--- src/rtl/debug_dump_streamer_if.sv ---
// Probe and byte-stream signals between the debug dump streamer, the core/memory
// probe ports and the downstream byte sink (UART TX or host bridge).
interface debug_dump_streamer_if #(
    parameter int N = 64
);
    logic [4:0]   checkra;
    logic [N-1:0] checkr;
    logic [7:0]   checkma;
    logic [31:0]  checkm;
    logic [7:0]   tx_data;
    logic         tx_valid;
    logic         tx_ready;

    modport master (
        output checkra,
        output checkma,
        output tx_data,
        output tx_valid,
        input  checkr,
        input  checkm,
        input  tx_ready
    );

    modport slave (
        input  checkra,
        input  checkma,
        input  tx_data,
        input  tx_valid,
        output checkr,
        output checkm,
        output tx_ready
    );
endinterface

--- src/rtl/debug_dump_streamer.sv ---
// Walks the core register file and low data memory through the probe ports and
// streams a SYNC-prefixed, LSB-first byte frame over a valid/ready link.
module debug_dump_streamer #(
    parameter int         N    = 64,
    parameter int         NREG = 32,
    parameter int         NMEM = 16,
    parameter logic [7:0] SYNC = 8'hA5
) (
    input  logic                 clk,
    input  logic                 reset,
    input  logic                 start,
    output logic                 busy,
    output logic                 done,
    debug_dump_streamer_if.master bus
);

    localparam int NB   = N / 8;
    localparam int RW   = (NREG > 1) ? $clog2(NREG) : 1;
    localparam int MW   = (NMEM > 1) ? $clog2(NMEM) : 1;
    localparam int CMAX = (NB > 4) ? NB : 4;
    localparam int CW   = $clog2(CMAX + 1);

    localparam logic [RW-1:0] RLAST  = RW'(NREG - 1);
    localparam logic [MW-1:0] MLAST  = MW'(NMEM - 1);
    localparam logic [CW-1:0] RBYTES = CW'(NB);
    localparam logic [CW-1:0] MBYTES = CW'(4);
    localparam logic [CW-1:0] ONE    = CW'(1);

    typedef enum logic [2:0] {
        S_IDLE,
        S_HDR,
        S_RADDR,
        S_RSEND,
        S_MADDR,
        S_MSEND,
        S_FIN
    } state_t;

    state_t        state, state_nx;
    logic [RW-1:0] ra;
    logic [MW-1:0] ma;
    logic [N-1:0]  sh;
    logic [CW-1:0] cnt;
    logic          xfer;
    logic          last_byte;

    assign xfer      = bus.tx_valid & bus.tx_ready;
    assign last_byte = (cnt == ONE);

    // Counters are sized to the dump range; the probe ports are zero-extended.
    assign bus.checkra = 5'(ra);
    assign bus.checkma = 8'(ma);

    // NOTE: sequential state uses non-blocking assignments so every register
    // samples pre-edge values regardless of statement order.
    always_ff @(posedge clk) begin
        if (reset) begin
            state <= S_IDLE;
        end else begin
            state <= state_nx;
        end
    end

    // NOTE: every output of this block gets a default first, so no path through
    // the case statement can leave a signal unassigned and infer a latch.
    always_comb begin
        state_nx     = state;
        busy         = 1'b0;
        done         = 1'b0;
        bus.tx_valid = 1'b0;
        bus.tx_data  = '0;
        unique case (state)
            S_IDLE: begin
                if (start) state_nx = S_HDR;
            end
            S_HDR: begin
                busy         = 1'b1;
                bus.tx_valid = 1'b1;
                bus.tx_data  = SYNC;
                if (xfer) state_nx = S_RADDR;
            end
            S_RADDR: begin
                busy     = 1'b1;
                state_nx = S_RSEND;
            end
            S_RSEND: begin
                busy         = 1'b1;
                bus.tx_valid = 1'b1;
                bus.tx_data  = sh[7:0];
                if (xfer && last_byte) state_nx = (ra == RLAST) ? S_MADDR : S_RADDR;
            end
            S_MADDR: begin
                busy     = 1'b1;
                state_nx = S_MSEND;
            end
            S_MSEND: begin
                busy         = 1'b1;
                bus.tx_valid = 1'b1;
                bus.tx_data  = sh[7:0];
                if (xfer && last_byte) state_nx = (ma == MLAST) ? S_FIN : S_MADDR;
            end
            S_FIN: begin
                done     = 1'b1;
                state_nx = S_IDLE;
            end
            default: state_nx = S_IDLE;
        endcase
    end

    // Probe addresses, shift register and byte counter. The shift register only
    // moves on a transfer, which keeps tx_data stable while the sink stalls.
    always_ff @(posedge clk) begin
        if (reset) begin
            ra  <= '0;
            ma  <= '0;
            // NOTE: the shift register is reset too; it is a handful of flops,
            // not a memory array, and a known value keeps tx_data clean.
            sh  <= '0;
            cnt <= '0;
        end else begin
            unique case (state)
                S_HDR: begin
                    if (xfer) ra <= '0;
                end
                S_RADDR: begin
                    sh  <= bus.checkr;
                    cnt <= RBYTES;
                end
                S_RSEND: begin
                    if (xfer) begin
                        sh  <= sh >> 8;
                        cnt <= cnt - ONE;
                        if (last_byte) begin
                            if (ra == RLAST) ma <= '0;
                            else             ra <= ra + RW'(1);
                        end
                    end
                end
                S_MADDR: begin
                    sh  <= N'(bus.checkm);
                    cnt <= MBYTES;
                end
                S_MSEND: begin
                    if (xfer) begin
                        sh  <= sh >> 8;
                        cnt <= cnt - ONE;
                        if (last_byte && (ma != MLAST)) ma <= ma + MW'(1);
                    end
                end
                default: ;
            endcase
        end
    end

    a_stall_hold: assert property (@(posedge clk) disable iff (reset)
        (bus.tx_valid && !bus.tx_ready) |=> (bus.tx_valid && $stable(bus.tx_data)));

    a_reg_range: assert property (@(posedge clk) disable iff (reset)
        32'(bus.checkra) < NREG);

    a_mem_range: assert property (@(posedge clk) disable iff (reset)
        32'(bus.checkma) < NMEM);

endmodule

--- src/flat_wrapper.sv ---
// flat-port wrapper written by rule: the top's interface ports become plain ports
module debug_dump_streamer_flat 
#(
    parameter int         N    = 64,
    parameter int         NREG = 32,
    parameter int         NMEM = 16,
    parameter logic [7:0] SYNC = 8'hA5
)
  (clk, reset, start, busy, done, bus_checkra, bus_checkma, bus_tx_data, bus_tx_valid, bus_checkr, bus_checkm, bus_tx_ready);
  debug_dump_streamer_if #(.N(N)) bus_i ();
  input  logic clk;
  input  logic reset;
  input  logic start;
  output logic busy;
  output logic done;
  output wire logic [$bits(bus_i.checkra)-1:0] bus_checkra;
  output wire logic [$bits(bus_i.checkma)-1:0] bus_checkma;
  output wire logic [$bits(bus_i.tx_data)-1:0] bus_tx_data;
  output wire logic [$bits(bus_i.tx_valid)-1:0] bus_tx_valid;
  input wire logic [$bits(bus_i.checkr)-1:0] bus_checkr;
  input wire logic [$bits(bus_i.checkm)-1:0] bus_checkm;
  input wire logic [$bits(bus_i.tx_ready)-1:0] bus_tx_ready;
  assign bus_checkra = bus_i.checkra;
  assign bus_checkma = bus_i.checkma;
  assign bus_tx_data = bus_i.tx_data;
  assign bus_tx_valid = bus_i.tx_valid;
  assign bus_i.checkr = bus_checkr;
  assign bus_i.checkm = bus_checkm;
  assign bus_i.tx_ready = bus_tx_ready;
  debug_dump_streamer #(.N(N), .NREG(NREG), .NMEM(NMEM), .SYNC(SYNC)) u_core (.clk(clk), .reset(reset), .start(start), .busy(busy), .done(done), .bus(bus_i));
endmodule
--- config.mk ---
export PLATFORM = sky130hd
export DESIGN_NAME = debug_dump_streamer_flat
export DESIGN_NICKNAME = d
export VERILOG_FILES = /design/src/rtl/debug_dump_streamer_if.sv /design/src/rtl/debug_dump_streamer.sv /design/src/flat_wrapper.sv
export SDC_FILE = /design/constraint.sdc
export NUM_CORES = 1
export LEC_CHECK = 0
export ABC_AREA = 1
export BUFFER_PORTS_ARGS = -buffer_cell sky130_fd_sc_hd__buf_2
export CORE_ASPECT_RATIO = 0.75
export CORE_MARGIN = 3
export CORE_UTILIZATION = 57
export CTS_CLUSTER_DIAMETER = 80
export CTS_CLUSTER_SIZE = 10
export DETAILED_ROUTE_END_ITERATION = 12
export PLACE_DENSITY = 0.93
export SKIP_LAST_GASP = 1
export SLEW_MARGIN = 20
export SYNTH_ARGS = -nofsm -noshare
export SYNTH_HDL_FRONTEND = slang
export SYNTH_SLANG_ARGS = --single-unit
--- constraint.sdc ---
create_clock -name clk -period 2.59 [get_ports clk]
set_input_delay 0.259 -clock clk [delete_from_list [all_inputs] [get_ports clk]]
set_output_delay 0.259 -clock clk [all_outputs]
set_load 0.005 [all_outputs]
# --- After elaboration in Yosys (flattened, before gate mapping) ---
# Cells that the tools add are included.
classes:
  bitwise: 1
  reduce_logical: 13
  n_eq_ne: 21
  muxes: 26
  add_sub_neg: 3
ops:
  columns: ["cell", "count"]
  rows:
  - ["$pmux 64 s3", 1]
  - ["$mux 64", 1]
  - ["$mux 4", 6]
  - ["$mux 5", 4]
  - ["$ne 2x1->1 const B", 9]
  - ["$pmux 3 s6", 1]
  - ["$pmux 8 s2", 1]
  - ["$mux 3", 5]
  - ["$pmux 4 s3", 1]
  - ["$pmux 5 s2", 1]
  - ["$eq 3x3->1 const B", 3]
  - ["$pmux 4 s2", 1]
  - ["$eq 3x2->1 const B", 2]
  - ["$reduce_and 6->1", 1]
  - ["$add 5x1->5 const B", 1]
  - ["$eq 5x5->1 const B", 1]
  - ["$reduce_and 5->1", 1]
  - ["$reduce_or 5->1", 1]
  - ["$add 4x1->4 const B", 1]
  - ["$eq 4x1->1 const B", 1]
  - ["$eq 4x4->1 const B", 1]
  - ["$ne 2x2->1 const B", 2]
  - ["$ne 4x4->1 const B", 1]
  - ["$reduce_and 4->1", 1]
  - ["other kinds (12)", 16]
word_totals:
  regBits: 80
  out_inout_bits: 24
  wordCells: 69

# --- Depth between registers and ports, before layout ---
# Gate-level depths: netlist (run 1).
logic_depth:
  word_depth: 7
  ltp_mapped: 12

# --- Worst setup path after synthesis (run 1) ---
# Ideal clock, no wire load.
synth_timing:
  path_kind: "register to register"
  startpoint: "reg u_core.ra[0], in the netlist u_core.bus.checkra[0]"
  endpoint: "reg u_core.ma[2]"
  required_time_ps: 2458
  stages_incl_launch_ff: 12
  setup_ps: 132
  period_less_slack_ps: 1601
  slack_ps: 989
  arrival_ps: 1469
  path_buffers: 1
  cell_sequence: "dfxtp_1 -> ha_1 -> nand2_1 -> nor2_1 -> ha_1 -> inv_1 -> nand2_1 -> and2_0 -> clkbuf_1 -> nand2_1 -> nand2_1 -> a21oi_1"
synth_via:
  elab_chain_len: 3
synth_rtl:
  columns: ["element", "line", "rtl"]
  rows:
  - ["from (decl)", "debug_dump_streamer.sv:40", "logic [RW-1:0] ra;"]
  - ["from (signal assigned)", "debug_dump_streamer.sv:135", "else ra <= ra + RW'(1);"]
  - ["$eq 5x5->1", "debug_dump_streamer.sv:134", "if (ra == RLAST) ma <= '0;"]
  - ["$ne 2x1->1 (no source line)", null, null]
  - ["$reduce_and 6->1 (no source line)", null, null]
  - ["to (signal assigned)", "debug_dump_streamer.sv:147", "if (last_byte && (ma != MLAST)) ma <= ma + MW'(1);"]
  - ["to (decl)", "debug_dump_streamer.sv:41", "logic [MW-1:0] ma;"]
# Every way passes these cells.
# A chain may end at the register's enable or synchronous reset.

# --- Worst setup path after layout (run 1) ---
layout_timing:
  startpoint: "reg u_core.state[2]"
  endpoint: "out busy"
layout_via:
  elab_chain_len: 3
  elab_cells_between_ends: 7
layout_rtl:
  columns: ["element", "line", "rtl"]
  rows:
  - ["from (decl)", "debug_dump_streamer.sv:39", "state_t state, state_nx;"]
  - ["from (signal assigned)", "debug_dump_streamer.sv:60", "state <= state_nx;"]
  - ["$eq 3x2->1, or another cell as far along", "debug_dump_streamer.sv:72", "unique case (state)"]
  - ["$reduce_or 5->1 (no source line) *", null, null]
  - ["$mux 1 *", "debug_dump_streamer.sv:72", null]
  - ["to (decl)", "flat_wrapper.sv:14", "output logic busy;"]
# Mark *: on every way between the ends. The rest lies on a longest branch, timed or not.

==> flow_summary.toml, run 1 <==
[critical_path]
family_with_the_most_delay_on_the_worst_path = "simple AND/OR/NAND/NOR gates"
worst-path-max-fanout = 22
worst_ep_required_time_ns = 2.33
crit_type = "flop to primary output"
path_common_cell = "nand2_1"
crit_path_max_incr_delay_ns = 0.43
cell_chain_of_the_critical_path = "inv_1 -> nand2_1 -> nand2_2 -> nand2_1 -> inv_2 -> nand2_1 -> buf_2"
critical_path_arrival_ns = 2.10
worst_setup_path_end_kind = "primary output"
critPathLaunchType = "flop"
worst-path-buf-inv = 3
slowest_stage = "dfxtp_1"

[synthesis]
yosys-top-cells-area = "dfxtp_1 35%, nand2_1 21%, nor2_1 9.2%, inv_1 8.7%, a21oi_1 6.2%"
ys_dominant_reg_cell = "dfxtp_1"
synth_edf_count = 0
yosys_warnings = 0
synthesis.instances = 757
combinational_family_with_the_most_area_after_synthesis = "simple AND/OR/NAND/NOR gates"
post_synth_num_cell_types = 29
post_synth_and_or_nand_nor_area_fraction_pct = 34.42
post_synth_fa_ha_maj_area_fraction_pct = 1.937
async_flop_share_pct = 0
synth_xor_area_share_pct = 0.5811
synthesis.area_sq_um = 4522
synth_compound_area_share_pct = 13.61
post_synth.cell_area_avg_sq_um = 5.973
synth_area_leader_cell = "dfxtp_1"
synth.mux.area_fraction_pct = 0
synth-seq-cells = 80
post-synth-top-area-fraction_pct = 35.42
synth_sequential_area_ratio_pct = 35.42

[sta]
max-slew-margin-rel_pct = 51.13
skew_ns = 0.009019
fin_setup_tns_ns = 0
pins_over_slew_limit = 0
final_min_period_over_clock_period_pct = 91.06
min_period_ns = 2.358
finalSetupViolCount = 0
fmax_mhz = 424.0
hold_viol_final = 0
grt_setup_unrepaired = "no"
slew_at_the_pin_closest_to_its_max_slew_limit_ns = 0.7320

[floorplanning]
fp-row-count = 27
floorplan.initialDensity_pct = 60.02
die_y_microns = 83.14
die-area_sq_um = 9049
design.portCount = 124
core_area_sq_um = 7533
chipWidth_microns = 108.8

[clock_network]
numCtsBuffers = 9
h_tree_depth = 3
postCtsSetupRepairBufs = 0
clock_tree_from_tritoncts = "done"
clk_path_buf_depth = 2
cts_num_sinks = 80
clock_tree.root_cell = "clkbuf_8"
clk_pin_slew_ns = 0.08
post_cts_hold_buffer_count = 0
worst_skew_pair.late_latency_ns = 0.36
ctsResizeCount = 0

[detailed_routing]
number_of_vias_per_cell = 4.955
drt.antenna.violating_nets = 0
route.final.wire_length_mm = 11.13
routed-via-count = 4767
dr.first_iter.drc_count = 295
route.detailed.wl_per_inst_microns = 11.57
remaining_drc_errors = 0
detail_route.first_pass.iterations = 6

[pwr]
vdd_ir_drop_max_mv = 0.3659
power.density_cell_area_nw_per_um2 = 717.1
leakage_power_total_uw = 0.002849

[global_route]
first_pass_grt_wire_length_mm = 18.07
antenna_found_initial = 0
first_global_vias = 4150
maximum_number_of_pins_on_one_net_before_global_route_repair = 113
grt_overflow_total = 0
grt_util_all_layers_pct = 24.32

[flow_run]
maximum_capacitance_violations = 0

[run_status]
outcome = "complete, no violations"

[placement]
placedCellCount = 946
placement.io_buffers = 119
dp_hpwl_mm = 7.728
place.gp.congestion = 0.8699

[layout]
layout-area-overhead-vs-synth_pct = 18.29
layout-drive-gt1-share_pct = 17.42
antenna_cells_inserted = 0
final_net_count = 963
layout.cells.non_filler = 962

[hold_path]
hold_path.class = "primary input to flop"
## final cells by class
cell class,count,area (sq um)
inverter,107,401.6
clock inverter,5,103.9
timing repair buffer,128,675.6
sequential,80,1602
multi-input combinational,530,2308
fill,677,2185
clock buffer,11,131.4
tap,101,126.4
## per-layer routing
| metal | vias to the layer above | wire (microns) | global-route usage [%] | part of all wire (%) |
|---|---|---|---|---|
| met4 | 0 | 180 | 6.995 | 1.6 |
| met1 | 2076 | 4903 | 32.33 | 44 |
| met3 | 17 | 888 | 6.605 | 8.0 |
| met2 | 187 | 5160 | 38.59 | 46 |
| li1 | 2487 | - | - | - |
| met5 | - | 0 | 0 | 0 |
## cells in the final DEF, fill, tap and decap left out, drive strengths merged
| master | count |
|---|---|
| nand2 | 257 |
| buf | 128 |
| nor2 | 112 |
| inv | 108 |
| dfxtp | 80 |
| a21oi | 57 |
| o21ai | 48 |
| nand3 | 18 |
| o22ai | 12 |
| clkbuf | 11 |
| ha | 7 |
| and2 | 5 |
| conb | 4 |
| bufinv | 3 |
| nor3 | 2 |
| nand4 | 2 |
| xor2 | 2 |
| nor3b | 1 |
| o211ai | 1 |
| xnor2 | 1 |
| nand3b | 1 |
| clkinv | 1 |
## cells by family after synthesis
family | count (synthesis)
XOR/XNOR | 3
adder cells (fa/ha/maj) | 7
other | 1
AO/OA/AOI/OAI | 118
buffers and inverters | 150
flip-flops | 80
AND/OR/NAND/NOR | 398
## final timing paths
kind                                      start       endpoint  slack, ns  cells after the start
worst min register to register    u_core.sh[57]  u_core.sh[57]       0.47                      2
worst max register to register  u_core.state[2]  u_core.sh[12]       0.38                      8
worst min-delay path             bus_checkr[28]  u_core.sh[28]       0.14                      3
worst max-delay path            u_core.state[2]           busy       0.23                      7
## cells in the mapped netlist, drive strengths merged, types with 5 or more instances
cell,n
a21oi,57
and2,5
buf,25
clkbuf,18
dfxtp,80
ha,7
inv,107
nand2,257
nand3,18
nor2,112
o21ai,48
o22ai,12
## report_power, final
part / internal (uW) / switching, uW
logic: 435 / 740
clock network: 643 / 458
registers: 1470 / 93.2
total: 2540 / 1290
## per-stage QoR
| step | setup WS [ns] | hold slack [ns] | utilization [%] | total power, uW | area (sq um) |
|---|---|---|---|---|---|
| final | 0.2317 | 0.1367 | 71.00 | 3836 | 5349 |
| after global routing | 0.04855 | 0.1307 | 71.00 | 4122 | 5349 |
| after CTS | 0.2542 | 0.1264 | 71.00 | 3841 | 5349 |
| after detailed placement | 0.4450 | 0.4558 | 67.88 | 2743 | 5114 |
| after global placement | 0.5320 | 0.4564 | 67.88 | 2706 | 5114 |
| after floorplan | 0.9886 | 0.4016 | - | 2456 | 4533 |
## worst reg2reg max path: cells and delay by family, from the launching register on
kind | cells | cell delay, ns
buf+inv | 3 | 0.84
simple gates | 4 | 0.71
compound gates | 1 | 0.16
flops | 1 | 0.43
## registers in the layout, indices dropped and copies added (netlist names)
name / cells
u_core.cnt: 4
u_core.state: 3
u_core.bus.checkra: 5
u_core.sh: 64
u_core.ma: 4
Note: power is estimated with default switching activity, not from simulation.
==> run 2, diff against run 1 <==
- CORE_MARGIN: 3 -> default
==> flow_summary.toml, run 2 (synthesis gave the netlist of run 1 again) <==
[sta]
slew_at_the_pin_closest_to_its_max_slew_limit_ns = 0.5614
finalSetupViolCount = 0
hold_viol_final = 0
pins_over_slew_limit = 0
final_critical_path_setup_slack_ns = 0.4082
fmax_mhz = 458.3
grt_setup_unrepaired = "no"
min_period_ns = 2.182
final_min_period_over_clock_period_pct = 84.24
fin_setup_tns_ns = 0
skew_ns = 0.01464
max-slew-margin-rel_pct = 62.57

[critical_path]
worst_ep_required_time_ns = 2.33
worst-path-max-fanout = 28
critPathLaunchType = "flop"
crit_type = "flop to primary output"
worst_setup_path_end_kind = "primary output"
worst_r2r_startpoint = "u_core.state[2]"
critPathLaunch = "u_core.state[1]"
worst_r2r_path_depth = 8
timing.rr.end = "u_core.sh[40]"
rrSetupSlack_ns = 0.51
critical_path_arrival_ns = 1.92
critical_path.endpoint = "busy"

[floorplanning]
core_area_sq_um = 7500
chipWidth_microns = 104.8
fp-row-count = 27
floorplan.initialDensity_pct = 60.29
die_y_microns = 79.14
die-area_sq_um = 8297
design.portCount = 124

[detailed_routing]
drt.antenna.violating_nets = 0
number_of_vias_per_cell = 4.950
detail_route.first_pass.iterations = 5
dr.first_iter.drc_count = 319
route.detailed.wl_per_inst_microns = 11.20
remaining_drc_errors = 0
routed-via-count = 4752
route.final.wire_length_mm = 10.75

[global_route]
antenna_found_initial = 0
grt_util_all_layers_pct = 26.12
first_pass_grt_wire_length_mm = 17.62
grt_overflow_total = 0
first_global_vias = 4072
maximum_number_of_pins_on_one_net_before_global_route_repair = 113

[clock_network]
worst_skew_pair.late_latency_ns = 0.36
ctsResizeCount = 0
clk_path_buf_depth = 2
numCtsBuffers = 9
post_cts_hold_buffer_count = 0
clock_tree.root_cell = "clkbuf_8"
h_tree_depth = 3
clock_tree_from_tritoncts = "done"
postCtsSetupRepairBufs = 0
cts_num_sinks = 80
clk_pin_slew_ns = 0.08

[layout]
num-fill-cells = 706
antenna_cells_inserted = 0
largest_reg_flops = 64
final_cell_mix = "255 x nand2_1, 119 x buf_2, 111 x nor2_1, 104 x inv_1, 80 x dfxtp_1"
registers.top_by_ff_count = "u_core.sh"
layout-drive-gt1-share_pct = 17.23
layout-area-overhead-vs-synth_pct = 17.54
layout_commonest_cell = "nand2_1"
final_net_count = 962

[placement]
dp_hpwl_mm = 7.339
placement.io_buffers = 119
place.gp.congestion = 0.8941
dp_worst_setup_slack_ns = 0.5313

[pwr]
net-switching-power_uw = 1279
vdd_ir_drop_max_mv = 0.3508
power.share.sequential_pct = 41.9
power.internal_uw = 2441
power.density_cell_area_nw_per_um2 = 700.0
leakage_power_total_uw = 0.002826
power.share.switching_pct = 34.38
power.share.clock_pct = 26.8
share_comb_of_total_power_pct = 31.3

[hold_path]
hold_start = "bus_checkr[9]"
hold_path.class = "primary input to flop"

[run_status]
outcome = "complete, no violations"

[flow_run]
maximum_capacitance_violations = 0
## run 2: through the flow
stage	instance area, sq um	hold slack [ns]	util (%)	power [uW]	std cells
after floorplan	4533	0.4016	-	2456	760
after global routing	5315	0.1334	70.87	3983	960
after global placement	5106	0.4549	68.08	2702	945
after CTS	5315	0.1284	70.87	3728	960
after detailed placement	5106	0.4558	68.08	2735	945
final	5315	0.1381	70.87	3720	960
## run 2: metal layers
metal  vias up  wire length, microns  global-route usage, %
li1       2488                     -                      -
met1      2075                  5015                  33.99
met2       173                  4883                  43.91
met3        16                   716                  5.337
met4         0                   136                  7.746
met5         -                     0                      0
## run 2: cell type report
type | count | area (sq um) | share of cell area, %
Clock buffer | 10 | 127.6 | 2.401
Clock inverter | 5 | 81.33 | 1.530
Inverter | 107 | 401.6 | 7.556
Multi-Input combinational cell | 530 | 2308 | 43.43
Sequential cell | 80 | 1602 | 30.13
Tap cell | 101 | 126.4 | 2.378
Timing Repair Buffer | 127 | 668.1 | 12.57
## run 2: how the worst min path moves through the flow
stage                          to  cells after the start
finish               u_core.sh[9]                      3
global route         u_core.sh[9]                      3
CTS                  u_core.sh[9]                      3
detailed placement  u_core.sh[56]                      2
global placement    u_core.sh[60]                      2
floorplan            u_core.sh[0]                      2
## run 2: worst max-delay path, cell delays in order, from the launching register on
cell and delay, ns:
dfxtp_1 0.47, inv_2 0.10, nand2_1 0.10, nand2_1 0.07, nand2_2 0.08, nand2_1 0.08, inv_2 0.39, nand2_1 0.12
buf_2 0.16
## run 2: power by group through the flow
| stage | combinational (uW) | clock (uW) | sequential [uW] |
|---|---|---|---|
| 2_1_floorplan | 891 | 0 | 1560 |
| 3_3_place_gp | 1130 | 0 | 1570 |
| 3_5_place_dp | 1150 | 0 | 1580 |
| 4_1_cts | 1160 | 1010 | 1560 |
| 5_1_grt | 1340 | 1060 | 1580 |
| 6_report | 1160 | 997 | 1560 |
==> run 3, diff against run 2 <==
- CORE_UTILIZATION: 57 -> 48
- PLACE_DENSITY: 0.93 -> 0.84
- clock period: 2.59 -> 1.98 ns (I/O delays scaled with it)
==> flow_summary.toml, run 3 (synthesis gave the netlist of run 1 again) <==
[run_status]
outcome = "complete, no violations"

[layout]
antenna_cells_inserted = 0
registers.top_by_ff_count = "u_core.sh"
area_used_by_multi_input_combinational_logic_sq_um = 2308
largest_reg_flops = 64
final_net_count = 966
seq_area_sq_um = 1603
layout-drive-gt1-share_pct = 17.82
layout_commonest_cell = "nand2_1"
layout-area-overhead-vs-synth_pct = 21.58
final_cell_mix = "255 x nand2_1, 119 x buf_2, 111 x nor2_1, 104 x inv_1, 79 x dfxtp_1"
num-fill-cells = 907

[floorplanning]
die_y_microns = 86.06
chipWidth_microns = 114.1
die-area_sq_um = 9817
floorplan.initialDensity_pct = 49.78
fp-row-count = 30
design.portCount = 124
core_area_sq_um = 9084

[clock_network]
numCtsBuffers = 9
cts_num_sinks = 80
post_cts_hold_buffer_count = 0
clk_path_buf_depth = 2
clk_pin_slew_ns = 0.06
clock_tree_from_tritoncts = "done"
h_tree_depth = 3
worst_skew_pair.late_latency_ns = 0.33
clock_tree.root_cell = "clkbuf_16"

[critical_path]
worst-path-max-fanout = 16
critPathLaunch = "u_core.state[1]"
critPathLaunchType = "flop"
worst_r2r_startpoint = "u_core.bus.checkra[1]"
crit_type = "flop to primary output"
worst_setup_path_end_kind = "primary output"
worst_r2r_path_depth = 11
rrSetupSlack_ns = 0.25
worst_ep_required_time_ns = 1.78
timing.rr.end = "u_core.ma[1]"
critical_path_arrival_ns = 1.65
critical_path.endpoint = "busy"

[hold_path]
hold_path.class = "primary input to flop"

[detailed_routing]
routed-via-count = 4687
drt.antenna.violating_nets = 0
route.final.wire_length_mm = 10.79
number_of_vias_per_cell = 4.725
remaining_drc_errors = 0
detail_route.first_pass.iterations = 5
route.detailed.wl_per_inst_microns = 10.88
dr.first_iter.drc_count = 377

[placement]
dp_hpwl_mm = 7.495
place.gp.congestion = 0.8249
placement.io_buffers = 119

[global_route]
maximum_number_of_pins_on_one_net_before_global_route_repair = 91
grt_overflow_total = 0
grt_util_all_layers_pct = 22.10
first_global_vias = 3992
antenna_found_initial = 0
first_pass_grt_wire_length_mm = 17.41

[sta]
skew_ns = 0.004195
min_period_ns = 1.850
finalSetupViolCount = 0
fmax_mhz = 540.5
hold_viol_final = 0
pins_over_slew_limit = 0
grt_setup_unrepaired = "no"
final_min_period_over_clock_period_pct = 93.44
fin_setup_tns_ns = 0

[pwr]
power.share.switching_pct = 33.02
vdd_ir_drop_max_mv = 0.6408
power.share.sequential_pct = 39.5
power.share.clock_pct = 30.6
share_comb_of_total_power_pct = 29.9
leakage_power_total_uw = 0.002900
power.density_cell_area_nw_per_um2 = 939.3
power.internal_uw = 3459
net-switching-power_uw = 1705
finalPower_uw = 5164

[flow_run]
maximum_capacitance_violations = 0
run 3: cell types whose count changed in the layout (fill, tap and decap cells not counted), sizes merged:
cell	change
buf	+4
clkbuf	+4
bufinv	-2
clkinv	-1
run 3: metal layers:
layer | vias up | GRT usage (%) | wire, microns
met5 | - | 0 | 0
met1 | 2034 | 28.78 | 5190
met2 | 142 | 36.53 | 4841
met3 | 11 | 5.512 | 658
li1 | 2500 | - | -
met4 | 0 | 5.903 | 99
run 3: power groups by stage:
stage / Sequential, uW / Combinational [uW] / Clock (uW)
5_1_grt: 2070 / 1790 / 1680
6_report: 2040 / 1550 / 1580
4_1_cts: 2040 / 1550 / 1620
3_5_place_dp: 2070 / 1530 / 0
3_3_place_gp: 2060 / 1520 / 0
2_1_floorplan: 2050 / 1170 / 0
run 3: worst min-delay path by stage:
stage | startpoint | end | cells after the start
2_1_floorplan | bus_checkr[0] | u_core.sh[0] | 2
3_3_place_gp | bus_checkr[22] | u_core.sh[22] | 3
3_5_place_dp | bus_checkr[27] | u_core.sh[27] | 3
4_1_cts | bus_checkr[30] | u_core.sh[30] | 3
5_1_grt | bus_checkr[30] | u_core.sh[30] | 3
6_report | bus_checkr[22] | u_core.sh[22] | 3
run 3: critical path, cell delays in order (launching register included):
cell,delay [ns]
dfxtp_2,0.39
inv_2,0.07
nand2_1,0.10
nand2_1,0.07
nand2_2,0.13
nand2_1,0.12
inv_4,0.19
nand2_1,0.10
buf_2,0.14
run 3: final cells by class:
class | count | share of cell area (%)
sequential | 80 | 29.15
tap | 128 | 2.913
inverter | 107 | 7.351
timing repair buffer | 131 | 13.38
multi-input combinational | 530 | 41.99
clock buffer | 14 | 4.984
clock inverter | 2 | 0.2276
run 3: what timing repair did:
action | CTS | global route
buffers inserted | 0 | 0
hold endpoints to repair | 0 | 0
gates resized for setup | 1 | 2
setup endpoints to repair | 1 | 7
run 3: stage by stage:
stage	cell area, sq um	std cells	setup slack [ns]	hold WS [ns]	utilization (%)
6_report	5498	992	0.1299	0.1122	60.52
2_1_floorplan	4533	760	0.3786	0.3406	-
3_3_place_gp	5207	976	0.2510	0.4484	57.33
3_5_place_dp	5207	976	0.2063	0.4552	57.33
5_1_grt	5498	992	0.02279	0.1014	60.52
4_1_cts	5497	992	0.04855	0.1003	60.51
